--- src/rtl/video_pkg.sv ---
// Shared definitions for the LCD timing controller: STAT mode encoding,
// default scan timing and the STAT source combiner.
package video_pkg;

    typedef enum logic [1:0] {
        MODE_HBLANK = 2'd0,
        MODE_VBLANK = 2'd1,
        MODE_OAM    = 2'd2,
        MODE_DRAW   = 2'd3
    } lcd_mode_e;

    localparam int DEF_DOTS_PER_LINE   = 456;
    localparam int DEF_LINES_PER_FRAME = 154;
    localparam int DEF_VISIBLE_LINES   = 144;
    localparam int DEF_OAM_DOTS        = 80;
    localparam int DEF_MODE3_MAX       = 289;

    // oam_entry lets the first vblank dot count as an OAM source.
    function automatic logic stat_line_f(
        input lcd_mode_e  mode,
        input logic       lyc_match,
        input logic       oam_entry,
        input logic [3:0] ie
    );
        logic line_v;
        line_v = ((mode == MODE_HBLANK) && ie[0])
              || ((mode == MODE_VBLANK) && ie[1])
              || ((mode == MODE_OAM)    && ie[2])
              || (oam_entry             && ie[2])
              || (lyc_match             && ie[3]);
        return line_v;
    endfunction

endpackage

--- src/rtl/stat_irq_gen.sv ---
// STAT interrupt generator: ORs the enabled STAT sources and emits a one-dot
// pulse only on a rising edge of the combined line.
module stat_irq_gen
    import video_pkg::*;
(
    input  logic       clk,
    input  logic       nreset,
    input  logic       clear,
    input  logic       dot_ce,
    input  lcd_mode_e  mode,
    input  logic       lyc_match,
    input  logic       oam_entry,
    input  logic [3:0] ie,
    output logic       stat_irq
);

    logic line_s;
    logic line_prev_r;
    logic irq_r;

    assign line_s   = stat_line_f(mode, lyc_match, oam_entry, ie);
    assign stat_irq = irq_r;

    // Edge history and pulse register; clear wipes history so re-enable starts low.
    always_ff @(posedge clk) begin
        if (!nreset || clear) begin
            line_prev_r <= 1'b0;
            irq_r       <= 1'b0;
        end else if (dot_ce) begin
            line_prev_r <= line_s;
            irq_r       <= line_s & ~line_prev_r;
        end
    end

endmodule

--- src/rtl/lcd_timing_ctrl.sv ---
// LCD scan timing: dot/line counters, STAT mode sequencing, LY==LYC compare
// and vblank / STAT / line-start pulses, all advancing on dot_ce.
module lcd_timing_ctrl
    import video_pkg::*;
#(
    parameter int DOTS_PER_LINE   = DEF_DOTS_PER_LINE,
    parameter int LINES_PER_FRAME = DEF_LINES_PER_FRAME,
    parameter int VISIBLE_LINES   = DEF_VISIBLE_LINES,
    parameter int OAM_DOTS        = DEF_OAM_DOTS,
    parameter int MODE3_MAX       = DEF_MODE3_MAX
) (
    input  logic       clk,
    input  logic       nreset,
    input  logic       dot_ce,
    input  logic       lcd_en,
    input  logic [7:0] lyc,
    input  logic [3:0] stat_ie,
    input  logic       draw_done,
    output logic [7:0] v,
    output logic [1:0] mode,
    output logic       lyc_match,
    output logic       vblank_irq,
    output logic       stat_irq,
    output logic       line_start
);

    localparam logic [8:0] DOT_LAST  = 9'(DOTS_PER_LINE - 1);
    localparam logic [8:0] OAM_END   = 9'(OAM_DOTS);
    localparam logic [8:0] DRAW_LAST = 9'(OAM_DOTS + MODE3_MAX - 1);
    localparam logic [7:0] V_LAST    = 8'(LINES_PER_FRAME - 1);
    localparam logic [7:0] V_VIS     = 8'(VISIBLE_LINES);

    logic [8:0] dot_r;
    logic [8:0] dot_nxt_s;
    logic [7:0] v_r;
    logic [7:0] v_nxt_s;
    lcd_mode_e  mode_r;
    lcd_mode_e  mode_nxt_s;
    logic       running_r;
    logic       lyc_match_r;
    logic       vblank_irq_r;
    logic       line_start_r;
    logic       line_end_s;
    logic       stat_clear_s;

    // Next dot, line and mode for a running display.
    always_comb begin
        line_end_s = (dot_r == DOT_LAST);
        dot_nxt_s  = 9'd0;
        v_nxt_s    = v_r;
        mode_nxt_s = mode_r;

        if (line_end_s) begin
            dot_nxt_s = 9'd0;
            v_nxt_s   = (v_r == V_LAST) ? 8'd0 : (v_r + 8'd1);
        end else begin
            dot_nxt_s = dot_r + 9'd1;
            v_nxt_s   = v_r;
        end

        if (v_nxt_s >= V_VIS) begin
            mode_nxt_s = MODE_VBLANK;
        end else if (line_end_s) begin
            mode_nxt_s = MODE_OAM;
        end else begin
            case (mode_r)
                MODE_OAM: begin
                    mode_nxt_s = (dot_nxt_s == OAM_END) ? MODE_DRAW : MODE_OAM;
                end
                MODE_DRAW: begin
                    // draw_done or the timeout ends DRAW; HBLANK then holds to line end.
                    mode_nxt_s = (draw_done || (dot_r == DRAW_LAST)) ? MODE_HBLANK : MODE_DRAW;
                end
                MODE_HBLANK: begin
                    mode_nxt_s = MODE_HBLANK;
                end
                default: begin
                    mode_nxt_s = (dot_nxt_s < OAM_END) ? MODE_OAM : MODE_HBLANK;
                end
            endcase
        end
    end

    // Timing state; disable forces the zero state immediately, restart begins at line 0 dot 0.
    always_ff @(posedge clk) begin
        if (!nreset || !lcd_en) begin
            running_r    <= 1'b0;
            dot_r        <= 9'd0;
            v_r          <= 8'd0;
            mode_r       <= MODE_HBLANK;
            lyc_match_r  <= 1'b0;
            vblank_irq_r <= 1'b0;
            line_start_r <= 1'b0;
        end else if (dot_ce) begin
            lyc_match_r <= (v_r == lyc);
            if (!running_r) begin
                running_r    <= 1'b1;
                dot_r        <= 9'd0;
                v_r          <= 8'd0;
                mode_r       <= MODE_OAM;
                vblank_irq_r <= 1'b0;
                line_start_r <= 1'b1;
            end else begin
                dot_r        <= dot_nxt_s;
                v_r          <= v_nxt_s;
                mode_r       <= mode_nxt_s;
                vblank_irq_r <= line_end_s && (v_nxt_s == V_VIS);
                line_start_r <= line_end_s;
            end
        end
    end

    assign stat_clear_s = !lcd_en || !running_r;

    // The vblank pulse marks the first dot of line VISIBLE_LINES, i.e. vblank entry.
    stat_irq_gen u_stat_irq_gen (
        .clk       (clk),
        .nreset    (nreset),
        .clear     (stat_clear_s),
        .dot_ce    (dot_ce),
        .mode      (mode_r),
        .lyc_match (lyc_match_r),
        .oam_entry (vblank_irq_r),
        .ie        (stat_ie),
        .stat_irq  (stat_irq)
    );

    assign v          = v_r;
    assign mode       = mode_r;
    assign lyc_match  = lyc_match_r;
    assign vblank_irq = vblank_irq_r;
    assign line_start = line_start_r;

endmodule

--- config.mk ---
export PLATFORM = sky130hd
export DESIGN_NAME = lcd_timing_ctrl
export DESIGN_NICKNAME = d
export VERILOG_FILES = /design/src/rtl/video_pkg.sv /design/src/rtl/stat_irq_gen.sv /design/src/rtl/lcd_timing_ctrl.sv
export SDC_FILE = /design/constraint.sdc
export NUM_CORES = 1
export LEC_CHECK = 0
export CAP_MARGIN = 0
export CELL_PAD_IN_SITES_DETAIL_PLACEMENT = 0
export CELL_PAD_IN_SITES_GLOBAL_PLACEMENT = 1
export CORE_MARGIN = 4
export CORE_UTILIZATION = 43
export CTS_BUF_LIST = sky130_fd_sc_hd__clkbuf_8
export CTS_CLUSTER_DIAMETER = 100
export CTS_CLUSTER_SIZE = 30
export DETAILED_ROUTE_END_ITERATION = 6
export PLACE_DENSITY = 0.86
export SLEW_MARGIN = 10
export SYNTH_ARGS = -nofsm -noshare
export SYNTH_HDL_FRONTEND = slang
export SYNTH_SLANG_ARGS = --single-unit
--- constraint.sdc ---
create_clock -name clk -period 5 [get_ports clk]
set_input_delay 1 -clock clk [delete_from_list [all_inputs] [get_ports clk]]
set_output_delay 1 -clock clk [all_outputs]
set_load 0.005 [all_outputs]
==> results.cfg, run 1 <==
[worst_setup_path]
arrival_ns = 3.13
startpoint_type = primary input
required_ns = 5.20
rr_startpoint = dot_r[1]
cp_max_fo = 19
crit_start = dot_ce
cp-end-kind = flip-flop
worstSetupPathType = in2reg

[synthesis]
avgSynthCellArea_sq_um = 7.78
synth-edff-count = 0
yosysTopAreaCell = dfxtp_1
yosys.cell_types.count = 57
synth_seq_cells = 25
syn-cell-area_sq_um = 1720
ys.flop_type = dfxtp_1
synth_area_leaders = dfxtp_1 29%, xor2_1 4.1%, a21oi_1 3.8%, nor2_1 3.7%, nor4_1 3.6%
yosysWarnings = 0
synth_commonest_cells = 25 x dfxtp_1, 17 x nor2_1, 16 x clkbuf_1, 16 x nand2_1, 13 x a21oi_1
syn_inst = 221
ys_async_sr_fraction_pct = 0
syn-num-nets = 242
synth_top_area_share_pct = 29.1
ys_seq_area_share_pct = 29.1
synth_most_common_cell = dfxtp_1

[global_routing]
grt_pass1_vias = 1476
grt_pass1_wl_mm = 7.36
grt_overflow_total = 0
track_usage_pct = 17.6
antenna_found_initial = 0
grt_max_degree = 21

[run]
drv_cap = 0

[layout]
final_area_sq_um = 2040
nNetsFinal = 258
n_antenna_cell = 0
fin_util_pct = 54.0
syn_to_final_growth_pct = 18.6
post_route_cells_drive_above_1_share_pct = 4.66
final_cells = 284

[sta]
worst_pin_slew_ns = 0.921
tns_ns = 0
final.min_clock_period_ns = 2.93
clock_skew_ns = 0.00634
setup_viol = 0
slew_headroom_pct = 38.0
slew_viol_final = 0
holdWs_ns = 0.462
max_freq_ghz = 0.342
hold_viol_final = 0
fin_crit_sh_pct = 58.5
rsz0062_at_grt = no

[hold_path]
hold_path_startpoint = u_stat_irq_gen.line_prev_r
hold_class = reg2reg

[floorplan]
design.core.area_sq_um = 3770
die_w_um = 71.2
io_pins = 31
rows = 22
die_y_um = 71.2
initial_core_util_pct = 45.6
die-area_sq_um = 5070

[power_and_ir_drop]
powerDensity_nw_per_um2 = 174
vdd_drop_max_uv = 144
p_leak_uw = 0.000647

[detailed_routing]
drtAntennaViolNets = 0
wl_mm = 4.40
vias_per_cell = 5.85
drt_iter0_drc = 160
vias = 1660
dr.pass1.iters = 4
wl_per_cell_um = 15.5
drc_errors = 0

[clocking]
postCtsResizedCells = 0
path_clk_slew_ns = 0.09
ctsHoldBuffers = 0
cts_sinks = 25
cts_tree = yes
cts_buffers = 3
htree_levels = 1
clk_path_buf_depth = 2
worstSkewPairLatency_ns = 0.27
clock-root-buffer = clkbuf_8
post_cts_buffers = 0

[place]
dp_cells = 280
dpl_cell_area_sq_um = 1990
port_buffers = 30
gp_congestion = 0.840
place_hpwl_mm = 3.08

[outcome]
status = complete, no violations
-- worst max-delay path, stage by stage --
cell and delay (ns):
clkdlybuf4s50_1 0.86, clkinv_1 0.68, o31ai_1 0.39, a22oi_1 0.09, nor2_1 0.10
-- state kept, by name, indices dropped and copies added, names as in the netlist --
name and flops:
dot_r 9, mode 2, lyc_match 1, u_stat_irq_gen.line_prev_r 1
vblank_irq 1, running_r 1, line_start 1, v 8
u_stat_irq_gen.stat_irq 1
-- layout by cell type (no fill, tap or decap), types with 2 or more instances in the layout --
| cell | n |
|---|---|
| a22oi_1 | 6 |
| o21ai_0 | 11 |
| and3_1 | 4 |
| or2_2 | 3 |
| nand4_1 | 5 |
| nand3b_1 | 5 |
| nor4_1 | 10 |
| nand2b_1 | 2 |
| nor2b_1 | 4 |
| and2_1 | 4 |
| a211oi_1 | 2 |
| nor2_1 | 17 |
| o41ai_1 | 2 |
| a2111oi_0 | 2 |
| o221ai_1 | 2 |
| nand2_1 | 16 |
| clkdlybuf4s50_1 | 30 |
| o21ai_1 | 2 |
| ha_1 | 4 |
| inv_1 | 8 |
| o31ai_1 | 2 |
| o2111ai_1 | 2 |
| clkbuf_8 | 3 |
| nand3_1 | 6 |
| o2bb2ai_1 | 2 |
| xnor2_1 | 3 |
| mux2i_1 | 3 |
| nor3_1 | 2 |
| a21o_1 | 2 |
| dfxtp_1 | 25 |
| a21oi_1 | 13 |
| xor2_1 | 8 |
| or3_1 | 3 |
-- stage by stage --
stage | worst slack (ns) | power [uW]
floorplan | 2.84 | 222
global placement | 1.89 | 241
detailed placement | 1.78 | 241
CTS | 2.08 | 361
global route | 1.91 | 373
finish | 2.07 | 356
-- metal layers --
layer / up-vias / GRT usage (%) / wire length (um)
met3: 2 / 4.07 / 263
met1: 751 / 27.4 / 2260
li1: 849 / - / -
met5: - / 0 / 0
met2: 58 / 25.1 / 1850
met4: 0 / 2.30 / 22
-- cell families after synthesis --
logic type	after synthesis	share of synthesized area (%)
buffers and inverters	27	6.77
AND/OR/NAND/NOR	89	28.7
flip-flops	25	29.1
multiplexers	3	1.75
adder cells (fa/ha/maj)	4	2.91
AO/OA/AOI/OAI	62	25.1
XOR/XNOR	11	5.60
-- cell type report --
type	count	area (sq um)
clock buffer	3	41.3
clock inverter	1	3.75
fill	363	1730
inverter	8	30.0
multi-input combinational	169	1100
sequential	25	500
tap	48	60.1
timing repair buffer	30	300
-- power breakdown --
| group | internal (uW) | switching [uW] |
|---|---|---|
| clock | 54.9 | 64.0 |
| sequential | 200 | 2.25 |
| combinational | 17.9 | 16.1 |
| total | 273 | 82.4 |
-- worst paths after layout --
path	to	slack, ns	cells past startpoint
worst max-delay path	v[5]	2.07	5
worst min register to register	u_stat_irq_gen.line_prev_r	0.46	2
worst max register to register	vblank_irq	2.31	6
worst min-delay path	u_stat_irq_gen.line_prev_r	0.46	2
No activity file was read; power rests on OpenSTA's default activity.
==> run 2, diff against run 1 <==
- CORE_UTILIZATION: 43 -> 36
- PLACE_DENSITY: 0.86 -> 0.77
- clock period: 5 -> 2.4 ns (I/O delays scaled with it)
==> run 2 against run 1 <==
Effect of this change:
- clock skew barely moved
- clock power increased by 120%
- non-clock buffer count is 14 higher
- critical path depth rose by 2
- sequential share of layout area down 1.4 points
- combinational power up 140%
- critical path type is now reg2reg
==> results.cfg, run 2 (synthesis results as in run 1) <==
[power_and_ir_drop]
intPower_uw = 579
power.total_uw = 767
p_seq_share_pct = 54.8
combinationalPowerShare_pct = 10.6
powerDensity_nw_per_um2 = 355
vdd_drop_max_uv = 311
swShare_pct = 24.5
p_leak_uw = 0.000711
p_clk_share_pct = 34.6
switchingPower_uw = 188

[place]
gp_congestion = 0.834
dpl_cell_area_sq_um = 2100
port_buffers = 30
place_hpwl_mm = 3.44
dp_cells = 298

[run]
drv_cap = 0

[worst_setup_path]
worstSetupPathType = reg2reg
reg2reg_to = mode[1]
cp_max_fo = 8
arrival_ns = 2.45
worstSetupEndpoint = mode[1]
r2r_cells = 7
startpoint_type = flip-flop
crit_start = dot_r[0]
cp-end-kind = flip-flop
regToRegSetupSlack_ns = 0.13
required_ns = 2.58
rr_startpoint = dot_r[0]

[layout]
largest_reg_flops = 9
final_cell_mix = 30 x clkdlybuf4s50_1, 25 x dfxtp_1, 17 x nor2_1, 16 x nand2_1, 14 x buf_4
ff_latch_area_sq_um = 500
nNetsFinal = 272
final_area_sq_um = 2160
syn_to_final_growth_pct = 25.6
multiInputGateArea_sq_um = 1110
post_route_cells_drive_above_1_share_pct = 10.8
layout_commonest_cell = clkdlybuf4s50_1
final_cells = 302
n_antenna_cell = 0
top_register = dot_r
num-fill-cells = 443

[outcome]
status = complete, no violations

[clocking]
cts_buffers = 3
cts_tree = yes
worstSkewPairLatency_ns = 0.27
cts_sinks = 25
postCtsResizedCells = 0
htree_levels = 1
ctsHoldBuffers = 0
clock-root-buffer = clkbuf_8
path_clk_slew_ns = 0.10
post_cts_buffers = 0
clk_path_buf_depth = 2

[detailed_routing]
dr.pass1.iters = 4
wl_per_cell_um = 15.6
drtAntennaViolNets = 0
vias = 1757
wl_mm = 4.72
vias_per_cell = 5.82
drt_iter0_drc = 134
drc_errors = 0

[sta]
rsz0062_at_grt = no
setup_viol = 0
worst_pin_slew_ns = 0.506
fin_crit_sh_pct = 94.7
final.min_clock_period_ns = 2.27
clock_skew_ns = 0.00627
slew_headroom_pct = 65.8
tns_ns = 0
max_freq_ghz = 0.440
slew_viol_final = 0
hold_viol_final = 0

[floorplan]
initial_core_util_pct = 38.4
rows = 24
die_w_um = 77.1
design.core.area_sq_um = 4470
die-area_sq_um = 5950
io_pins = 31
die_y_um = 77.1

[global_routing]
grt_pass1_vias = 1651
grt_overflow_total = 0
grt_max_degree = 20
antenna_found_initial = 0
track_usage_pct = 16.5
grt_pass1_wl_mm = 8.16

[hold_path]
hold_class = reg2reg
[run 2: cell count changes in the layout (fill, tap and decap cells not counted), sizes merged]
cell / before / now
clkinvlp: 0 / 1
inv: 8 / 7
buf: 0 / 14
[run 2: worst max-delay path, cell delays in order, from the launching register on]
cell and delay, ns:
dfxtp_1 0.43, ha_1 0.30, nand4_1 0.23, buf_4 0.24, nor4_1 0.34, mux2i_1 0.16
a211o_1 0.35, o211a_1 0.12
[run 2: area by class of cell]
class	instances	share of cell area, %
clock buffer	3	1.91
inverter	8	1.39
tap	52	3.01
timing repair buffer	44	18.8
sequential	25	23.2
clock inverter	1	0.348
multi-input combinational	169	51.4
[run 2: through the flow]
stage	worst slack [ns]	util [%]	hold slack (ns)
after floorplan	0.285	-	0.438
after global placement	0.141	47.0	0.448
after detailed placement	0.127	47.0	0.448
after CTS	0.115	48.1	0.463
after global routing	0.0287	48.3	0.478
final	0.126	48.3	0.462
[run 2: power by group through the flow]
| stage | Combinational [uW] | Clock, uW | Sequential [uW] |
|---|---|---|---|
| 2_1_floorplan | 33.6 | 0 | 429 |
| 3_3_place_gp | 81.1 | 0 | 430 |
| 3_5_place_dp | 81.3 | 0 | 430 |
| 4_1_cts | 81.5 | 269 | 421 |
| 5_1_grt | 89.5 | 289 | 421 |
| 6_report | 81.2 | 266 | 420 |
[run 2: worst min-delay path by stage]
stage / endpoint / start / slack (ns) / cells past startpoint
detailed placement: u_stat_irq_gen.line_prev_r / u_stat_irq_gen.line_prev_r / 0.45 / 2
finish: u_stat_irq_gen.line_prev_r / u_stat_irq_gen.line_prev_r / 0.46 / 2
global route: u_stat_irq_gen.line_prev_r / u_stat_irq_gen.line_prev_r / 0.48 / 2
floorplan: u_stat_irq_gen.line_prev_r / u_stat_irq_gen.line_prev_r / 0.44 / 2
global placement: u_stat_irq_gen.line_prev_r / u_stat_irq_gen.line_prev_r / 0.45 / 2
CTS: u_stat_irq_gen.line_prev_r / u_stat_irq_gen.line_prev_r / 0.46 / 2
[run 2: routing by layer]
layer | vias to the layer above | GRT usage, % | routed length, um
li1 | 877 | - | -
met1 | 818 | 23.8 | 2340
met2 | 60 | 25.5 | 2020
met3 | 2 | 3.28 | 324
met4 | 0 | 3.38 | 34
met5 | - | 0 | 0
